$ cat src/rtl/fetch_prefetch_unit.sv
// fetch_prefetch_unit: fetch PC, credit-limited request issue, tag FIFO and prefetch queue; FETCH_BYPASS_EN enables zero-latency empty-queue bypass
module fetch_prefetch_unit #(
  parameter int          DEPTH    = 4,
  parameter logic [31:0] RESET_PC = 32'h0000_0000
) (
  input  logic        clk_i,
  input  logic        rst_i,
  output logic        mem_req_o,
  output logic [31:0] mem_addr_o,
  input  logic        mem_gnt_i,
  input  logic        mem_rvalid_i,
  input  logic [31:0] mem_rdata_i,
  output logic        instr_valid_o,
  output logic [31:0] instr_o,
  output logic [31:0] pc_o,
  input  logic        instr_ready_i,
  input  logic        redirect_i,
  input  logic [31:0] redirect_pc_i
);
  localparam int AW = $clog2(DEPTH);
  localparam int CW = AW + 1;
  logic [31:0]   fetch_pc;
  logic [31:0]   q_instr [DEPTH];
  logic [31:0]   q_pc    [DEPTH];
  logic [31:0]   tag_pc  [DEPTH];
  logic [AW-1:0] q_head, q_tail, t_head, t_tail;
  logic [CW-1:0] count, outstanding, discard;
  logic [CW:0]   used;
  logic          gnt, rsp, keep, byp, push, pop, has;
  always_comb begin
    used          = {1'b0, count} + {1'b0, outstanding};
    mem_req_o     = !rst_i && !redirect_i && (used < (CW+1)'(DEPTH));
    mem_addr_o    = fetch_pc;
    gnt           = mem_req_o && mem_gnt_i;
    rsp           = mem_rvalid_i && (outstanding != '0);
    keep          = rsp && (discard == '0);
    has           = !rst_i && !redirect_i && (count != '0);
`ifdef FETCH_BYPASS_EN
    byp           = !rst_i && !redirect_i && (count == '0) && keep;
`else
    byp           = 1'b0;
`endif
    push          = keep && !redirect_i && !(byp && instr_ready_i);
    pop           = has && instr_ready_i;
    instr_valid_o = has || byp;
    instr_o       = has ? q_instr[q_head] : byp ? mem_rdata_i : '0;
    pc_o          = has ? q_pc[q_head] : byp ? tag_pc[t_head] : '0;
  end
  always_ff @(posedge clk_i) begin
    if (rst_i) begin
      fetch_pc    <= RESET_PC;
      q_head      <= '0;
      q_tail      <= '0;
      t_head      <= '0;
      t_tail      <= '0;
      count       <= '0;
      outstanding <= '0;
      discard     <= '0;
    end else if (redirect_i) begin
      // every response still in flight belongs to the old stream
      fetch_pc    <= {redirect_pc_i[31:2], 2'b00};
      q_head      <= '0;
      q_tail      <= '0;
      t_head      <= '0;
      t_tail      <= '0;
      count       <= '0;
      outstanding <= outstanding - CW'(rsp);
      discard     <= outstanding - CW'(rsp);
    end else begin
      if (gnt) begin
        fetch_pc       <= fetch_pc + 32'd4;
        tag_pc[t_tail] <= fetch_pc;
        t_tail         <= t_tail + 1'b1;
      end
      if (keep) t_head <= t_head + 1'b1;
      if (push) begin
        q_instr[q_tail] <= mem_rdata_i;
        q_pc[q_tail]    <= tag_pc[t_head];
        q_tail          <= q_tail + 1'b1;
      end
      if (pop) q_head <= q_head + 1'b1;
      count       <= count + CW'(push) - CW'(pop);
      outstanding <= outstanding + CW'(gnt) - CW'(rsp);
      if (rsp && !keep) discard <= discard - 1'b1;
    end
  end
endmodule

$ cat config.mk
export PLATFORM = sky130hd
export DESIGN_NAME = fetch_prefetch_unit
export DESIGN_NICKNAME = d
export VERILOG_FILES = /design/src/rtl/fetch_prefetch_unit.sv
export SDC_FILE = /design/constraint.sdc
export NUM_CORES = 1
export LEC_CHECK = 0
export BUFFER_PORTS_ARGS = -buffer_cell sky130_fd_sc_hd__buf_2
export CAP_MARGIN = 20
export CORE_ASPECT_RATIO = 1.5
export CORE_MARGIN = 2
export CORE_UTILIZATION = 59
export CTS_CLUSTER_DIAMETER = 50
export DETAILED_ROUTE_END_ITERATION = 6
export GPL_TIMING_DRIVEN = 0
export PLACE_DENSITY = 0.77
export SYNTH_ARGS = -nofsm -noshare
export SYNTH_HDL_FRONTEND = slang
export SYNTH_SLANG_ARGS = --single-unit
$ cat constraint.sdc
create_clock -name clk_i -period 3.64 [get_ports clk_i]
set_input_delay 0.728 -clock clk_i [delete_from_list [all_inputs] [get_ports clk_i]]
set_output_delay 0.728 -clock clk_i [all_outputs]
set_load 0.02 [all_outputs]
# After elaboration in Yosys (flattened, before gate mapping)
# Memory sizes are Yosys's and may differ from the RTL's. A register that Yosys moved wholly into a read port is not among the register bits.
# Index checks and enable logic that the tools add are counted.
[word_totals]
ff_bits = 49
ram_bits = 384
input_bits = 70
output_inout_bits = 98
elab_cells = 64
mem_count = 3
[memory_table]
columns = ["name", "words", "word_bits", "read_ports", "rd_clocked_by_memory_dff", "wr", "line", "text"]
rows = [
  ["q_instr", 4, 32, 1, 1, 1, "23", "logic [31:0] q_instr [DEPTH];"],
  ["q_pc", 4, 32, 1, 1, 1, "24", "logic [31:0] q_pc [DEPTH];"],
  ["tag_pc", 4, 32, 1, 1, 1, "25", "logic [31:0] tag_pc [DEPTH];"],
]
[classes]
addsub = 12
order_cmp = 1
n_mux = 21
n_reduce_logical = 18
[op_table]
columns = ["op", "count"]
rows = [
  ["two-way mux 32 bit", 4],
  ["adder 32 x 3 -> 32 bit, second input constant", 1],
  ["two-way mux 2 bit", 6],
  ["logical AND 1 bit", 9],
  ["two-way mux 3 bit", 3],
  ["subtractor 3 x 1 -> 3 bit", 3],
  ["adder 2 x 1 -> 2 bit, second input constant", 4],
  ["two-way mux 1 bit", 8],
  ["adder 3 x 1 -> 3 bit", 2],
  ["nonzero test 3 bit", 2],
  ["adder 3 x 3 -> 4 bit", 1],
  ["less-than comparator 4 x 3 -> 1 bit, second input constant", 1],
  ["nonzero test 2 bit", 2],
  ["zero test 1 bit", 3],
  ["zero test 3 bit", 1],
  ["subtractor 3 x 1 -> 3 bit, second input constant", 1],
  ["OR reduction 2 bit", 1],
]

# Depth between registers and ports, before layout
[depth]
ltp_word = 8
ltp_mapped = 13
depth_no_buf = 12

# Worst setup path before layout
# Ideal clock, no wire load.
[synth_timing]
path_type = "input to register"
start = "input port redirect_i"
end = "memory q_instr[0][0], enable pin"
setup_ns = 0.427
t_arrival_ns = 2.835
setup_slack_ns = 0.378
cell_stages = 4
path_buffers = 2
cell_sequence = "clkbuf_1 > clkbuf_1 > nor2_1 > and3_1"
[synth_between]
elab_chain_len = 6
[synth_lines]
columns = ["element", "line", "text"]
rows = [
  ["start: declaration", "17", "input logic redirect_i,"],
  ["zero test 1 bit", "43", "push = keep && !redirect_i && !(byp && instr_ready_i);"],
  ["logical AND 1 bit", "43", ""],
  ["two-way mux 1 bit", "76", "if (push) begin"],
  ["two-way mux 1 bit *", "59", "end else if (redirect_i) begin"],
  ["two-way mux 1 bit *", "50", "if (rst_i) begin"],
  ["two-way mux 1 bit (not written as such) *", "77", "q_instr[q_tail] <= mem_rdata_i;"],
  ["end: declaration", "23", ""],
]
# Every way passes the cells marked *; elsewhere a longest branch is shown, timed or not.

# Final worst setup path
[layout_timing]
start = "input port redirect_i"
end = "output port pc_o[15]"
[layout_between]
elab_chain_len = 4
[layout_lines]
columns = ["element", "line", "text"]
rows = [
  ["zero test 1 bit", "37", "has = !rst_i && !redirect_i && (count != '0);"],
  ["logical AND 1 bit (2 in a row)", "37", ""],
  ["two-way mux 32 bit", "47", "pc_o = has ? q_pc[q_head] : byp ? tag_pc[t_head] : '0;"],
  ["end: declaration", "15", "output logic [31:0] pc_o,"],
]
# Every way passes these cells.

==> out/results.ini <==
[clocking]
clock_pin_slew_reported_for_the_worst_setup_and_hold_paths_after_clock_tree_synthesis_ps=60
clock-root-buffer=sky130_fd_sc_hd__clkbuf_16
cts-buffers-inserted=37
cts_tree=built
tritoncts_num_sinks=419
h_tree_depth_reported_by_cts=2
clockBufferDepth=3
clk_latency_ps=530

[global_routing]
grt_max_degree=59
grt_first_pass_wirelength_mm=50.27
grt_pass1_vias=9103
grt.overflow.total=0
globalRouteTotalUtil_pct=22.18
grt_antenna_before_repair=2

[yosys]
synth_top_family_by_area=multiplexers
synth_edf_count=368
compound_gate_fraction_of_synth_area_pct=2.939
yosys-mux-area-fraction_pct=12.67
cell_count_after_synthesis=918
synth_top_cells_by_area=sky130_fd_sc_hd__edfxtp_1 (67%), sky130_fd_sc_hd__mux4_2 (12%), sky130_fd_sc_hd__dfxtp_1 (6.1%), sky130_fd_sc_hd__and2_1 (2.7%), sky130_fd_sc_hd__ha_1 (1.4%)
synth.yosys.warnings=0
post_synth_instance_area_um2=16600
post_synth.cell_area_avg_um2=18.09
postSynthRegisterBits=419
yosys.area.top_type_share_pct=66.55
ys_async_sr_fraction_pct=0
yosysSeqAreaShare_pct=72.70
post_synth_and_or_nand_nor_area_fraction_pct=7.083
synthDistinctLibCells=54
synth_fa_ha_area_share_pct=1.673
post_synth_xor_area_fraction_pct=1.160
yosysTopAreaCell=sky130_fd_sc_hd__edfxtp_1
ys_dominant_reg_cell=sky130_fd_sc_hd__edfxtp_1

[worst_setup_path]
cp.required_ps=2910
crit_path_cell_trace=buf_2 > or2_2 > clkbuf_1 > nor2_2 > clkbuf_2 > clkbuf_1 > and2_1 > buf_2
critical_path_buf_inv_count=5
crit_arrival_ps=2770
timing.critical_path.from_type=input port
critical_path.slowest_cell=sky130_fd_sc_hd__clkbuf_1
cp_slowest_stage_delay_ps=340
worst-setup-path-type=input port to output port
setup.worst_path.end_class=output port
cp_max_fo=10
cp_top_family=buffers and inverters

[pwr]
internal_power_mw=7.794
power.share.clock_pct=37.7
switching_share_pct=21.30
power.share.sequential_pct=55.4
irDropWorstVdd_mv=0.3152
cellPowerDensity_nw_per_um2=515.3
p_comb_share_pct=6.9
total_switching_power_mw=2.110
power.leakage_nw=6.554

[drt]
drt-wirelength-per-cell_um=21.30
vias_after_detailed_routing=8841
first_pass_iters=5
drt_wl_total_mm=31.95
drt-initial-drc-count=653
number_of_vias_per_cell=5.894
post-route-drc-count=0
antenna_left=0

[floorplan]
placementRows=75
start_util_pct=59.58
io-pin-count=168
dieHeight_um=209.5
die_area_um2=29530
core_area_um2=27870
die_x_um=141.0

[placed_design]
port_buffer_count=161
dpl.hpwl_mm=20.77
placedInstanceArea_um2=18000
finalWeightedCongestion=0.8862
placed_cells_incl_taps=1433

[timing]
fin_crit_sh_pct=96.02
tightest_slew_ps=1001
fin_worst_hold_slack_ps=415.5
worst_clock_skew_ps=23.44
clock.fmax_mhz=286.1
rsz0062_at_grt=no
final-setup-viol-count=0
report.final.slew_viol_count=0
timing_hold_violations_final=0
timing.max_slew.rel_slack_pct=32.69
layout_min_cycle_time_ps=3495

[finish]
share_of_final_layout_standard_cells_stronger_than_drive_strength_1_pct=29.95
final.fill_count=1815
final_area_um2=19220
finish.net_count=1215
area.growth.synth_to_final_pct=15.76
multi_input_comb_area_um2=4287
layoutNonFillerInstCount=1500
sequential_cell_area_um2=12070

[job]
maxCapViolations=0

[status]
run_status=complete, no violations

[worst_hold_path]
timing.hold.worst.class=input port to register

## sequential cells by signal (all words and copies together) (netlist names), named ones only
register / cells
discard: 3
mem_addr_o: 30
t_tail: 2
t_head: 2
q_pc: 120
q_instr: 128
outstanding: 3
q_tail: 2
tag_pc: 120
count: 3
q_head: 2
## synthesized netlist by cell type, types with 2 or more instances
master                      number
sky130_fd_sc_hd__o22ai_1         3
sky130_fd_sc_hd__o21a_1          5
sky130_fd_sc_hd__nand3b_1        4
sky130_fd_sc_hd__mux4_2         92
sky130_fd_sc_hd__a2bb2oi_1       2
sky130_fd_sc_hd__nor2b_1         6
sky130_fd_sc_hd__o221ai_1        2
sky130_fd_sc_hd__ha_1           19
sky130_fd_sc_hd__mux2_2          2
sky130_fd_sc_hd__a22oi_1         2
sky130_fd_sc_hd__nand3_1        16
sky130_fd_sc_hd__nor2_1         31
sky130_fd_sc_hd__fa_1            2
sky130_fd_sc_hd__and2_1         71
sky130_fd_sc_hd__clkbuf_1       33
sky130_fd_sc_hd__a32oi_1         3
sky130_fd_sc_hd__o32ai_1         2
sky130_fd_sc_hd__o21ai_0        17
sky130_fd_sc_hd__and4_1          2
sky130_fd_sc_hd__xnor2_1        13
sky130_fd_sc_hd__nand4b_1        2
sky130_fd_sc_hd__nand2b_1        4
sky130_fd_sc_hd__nor3_1          8
sky130_fd_sc_hd__buf_4           4
sky130_fd_sc_hd__and3_1          6
sky130_fd_sc_hd__dfxtp_1        51
sky130_fd_sc_hd__a31oi_1        10
sky130_fd_sc_hd__nor4_1          4
sky130_fd_sc_hd__a21oi_1        26
sky130_fd_sc_hd__or3_1           6
sky130_fd_sc_hd__edfxtp_1      368
sky130_fd_sc_hd__nand4_1        15
sky130_fd_sc_hd__inv_1          23
sky130_fd_sc_hd__nand2_1        26
sky130_fd_sc_hd__xor2_1          9
sky130_fd_sc_hd__buf_1          11
## cell usage in the layout, fill, tap and decap left out, types with 6 or more instances in the layout
master / count
sky130_fd_sc_hd__a31oi_1: 10
sky130_fd_sc_hd__or3_1: 6
sky130_fd_sc_hd__ha_1: 19
sky130_fd_sc_hd__nor2_1: 30
sky130_fd_sc_hd__buf_2: 162
sky130_fd_sc_hd__and2_1: 67
sky130_fd_sc_hd__clkbuf_16: 39
sky130_fd_sc_hd__xor2_1: 9
sky130_fd_sc_hd__nand4_1: 15
sky130_fd_sc_hd__nor2b_1: 6
sky130_fd_sc_hd__dfxtp_1: 51
sky130_fd_sc_hd__edfxtp_1: 368
sky130_fd_sc_hd__nor3_1: 8
sky130_fd_sc_hd__inv_1: 23
sky130_fd_sc_hd__xnor2_1: 13
sky130_fd_sc_hd__clkinv_2: 8
sky130_fd_sc_hd__nand2_1: 26
sky130_fd_sc_hd__o21ai_0: 17
sky130_fd_sc_hd__a21oi_1: 26
sky130_fd_sc_hd__mux4_2: 92
sky130_fd_sc_hd__clkbuf_1: 36
sky130_fd_sc_hd__nand3_1: 16
## final timing paths
| kind | from | depth (start not counted) | slack, ps | to |
|---|---|---|---|---|
| worst max-delay path | redirect_i | 8 | 140 | pc_o[15] |
| worst min-delay path | mem_rdata_i[3] | 1 | 420 | q_instr[2][3] |
| worst max register to register | outstanding[2] | 6 | 220 | tag_pc[3][5] |
| worst min register to register | t_tail[1] | 2 | 510 | t_tail[1] |
## power by group through the flow
stage / clock [mW] / sequential, mW / combinational (mW)
2_1_floorplan: 0 / 5.58 / 0.442
3_3_place_gp: 0 / 5.58 / 0.651
3_5_place_dp: 0 / 5.59 / 0.678
4_1_cts: 3.81 / 5.49 / 0.686
5_1_grt: 3.97 / 5.50 / 0.757
6_report: 3.74 / 5.49 / 0.679
## metrics by stage
step / worst slack, ps / power [mW] / setup TNS (ps) / utilization, %
after global routing: 33.02 / 10.23 / 0 / 68.97
after CTS: -117.9 / 9.977 / -909.9 / 68.92
final: 144.9 / 9.904 / 0 / 68.97
after global placement: -1369 / 6.235 / -427440 / 64.06
after detailed placement: -378.5 / 6.267 / -30010 / 64.58
after floorplan: 378.1 / 6.020 / 0 / -
## per-layer routing
layer,global-route usage (%),share of wire (%)
met2,38.52,53
met4,7.655,2.6
met3,3.650,5.5
met1,28.69,39
met5,0,0
## worst reg2reg max path, delay by kind of cell, from the launching register on
| kind | cells | cell delay (ps) |
|---|---|---|
| AND/OR/NAND/NOR | 3 | 1400 |
| buffers and inverters | 2 | 920 |
| flip-flops | 1 | 440 |
| adder cells (fa/ha/maj) | 1 | 300 |
## cell type report
class                      instances  area share, %
clock inverter                    15         0.5533
timing repair buffer             166          4.817
multi-input combinational        429          22.30
buffer                            47          1.224
sequential                       419          62.80
tap                              346          2.252
clock buffer                      52          5.540
inverter                          24         0.4817
antenna                            2        0.02604
## kinds of logic after synthesis
family	count (synthesis)
compound gates	79
xor+xnor	22
fa+ha+maj	21
buf+inv	73
flops	419
mux	95
other cells	1
simple gates	208
## what timing repair did
item,4_1_cts,5_1_grt
pin swaps,0,0
hold buffers,0,0
buffers inserted,0,0
endpoints found under the setup margin,61,149
gates resized for setup,13,13
(Power assumes the default switching activity.)
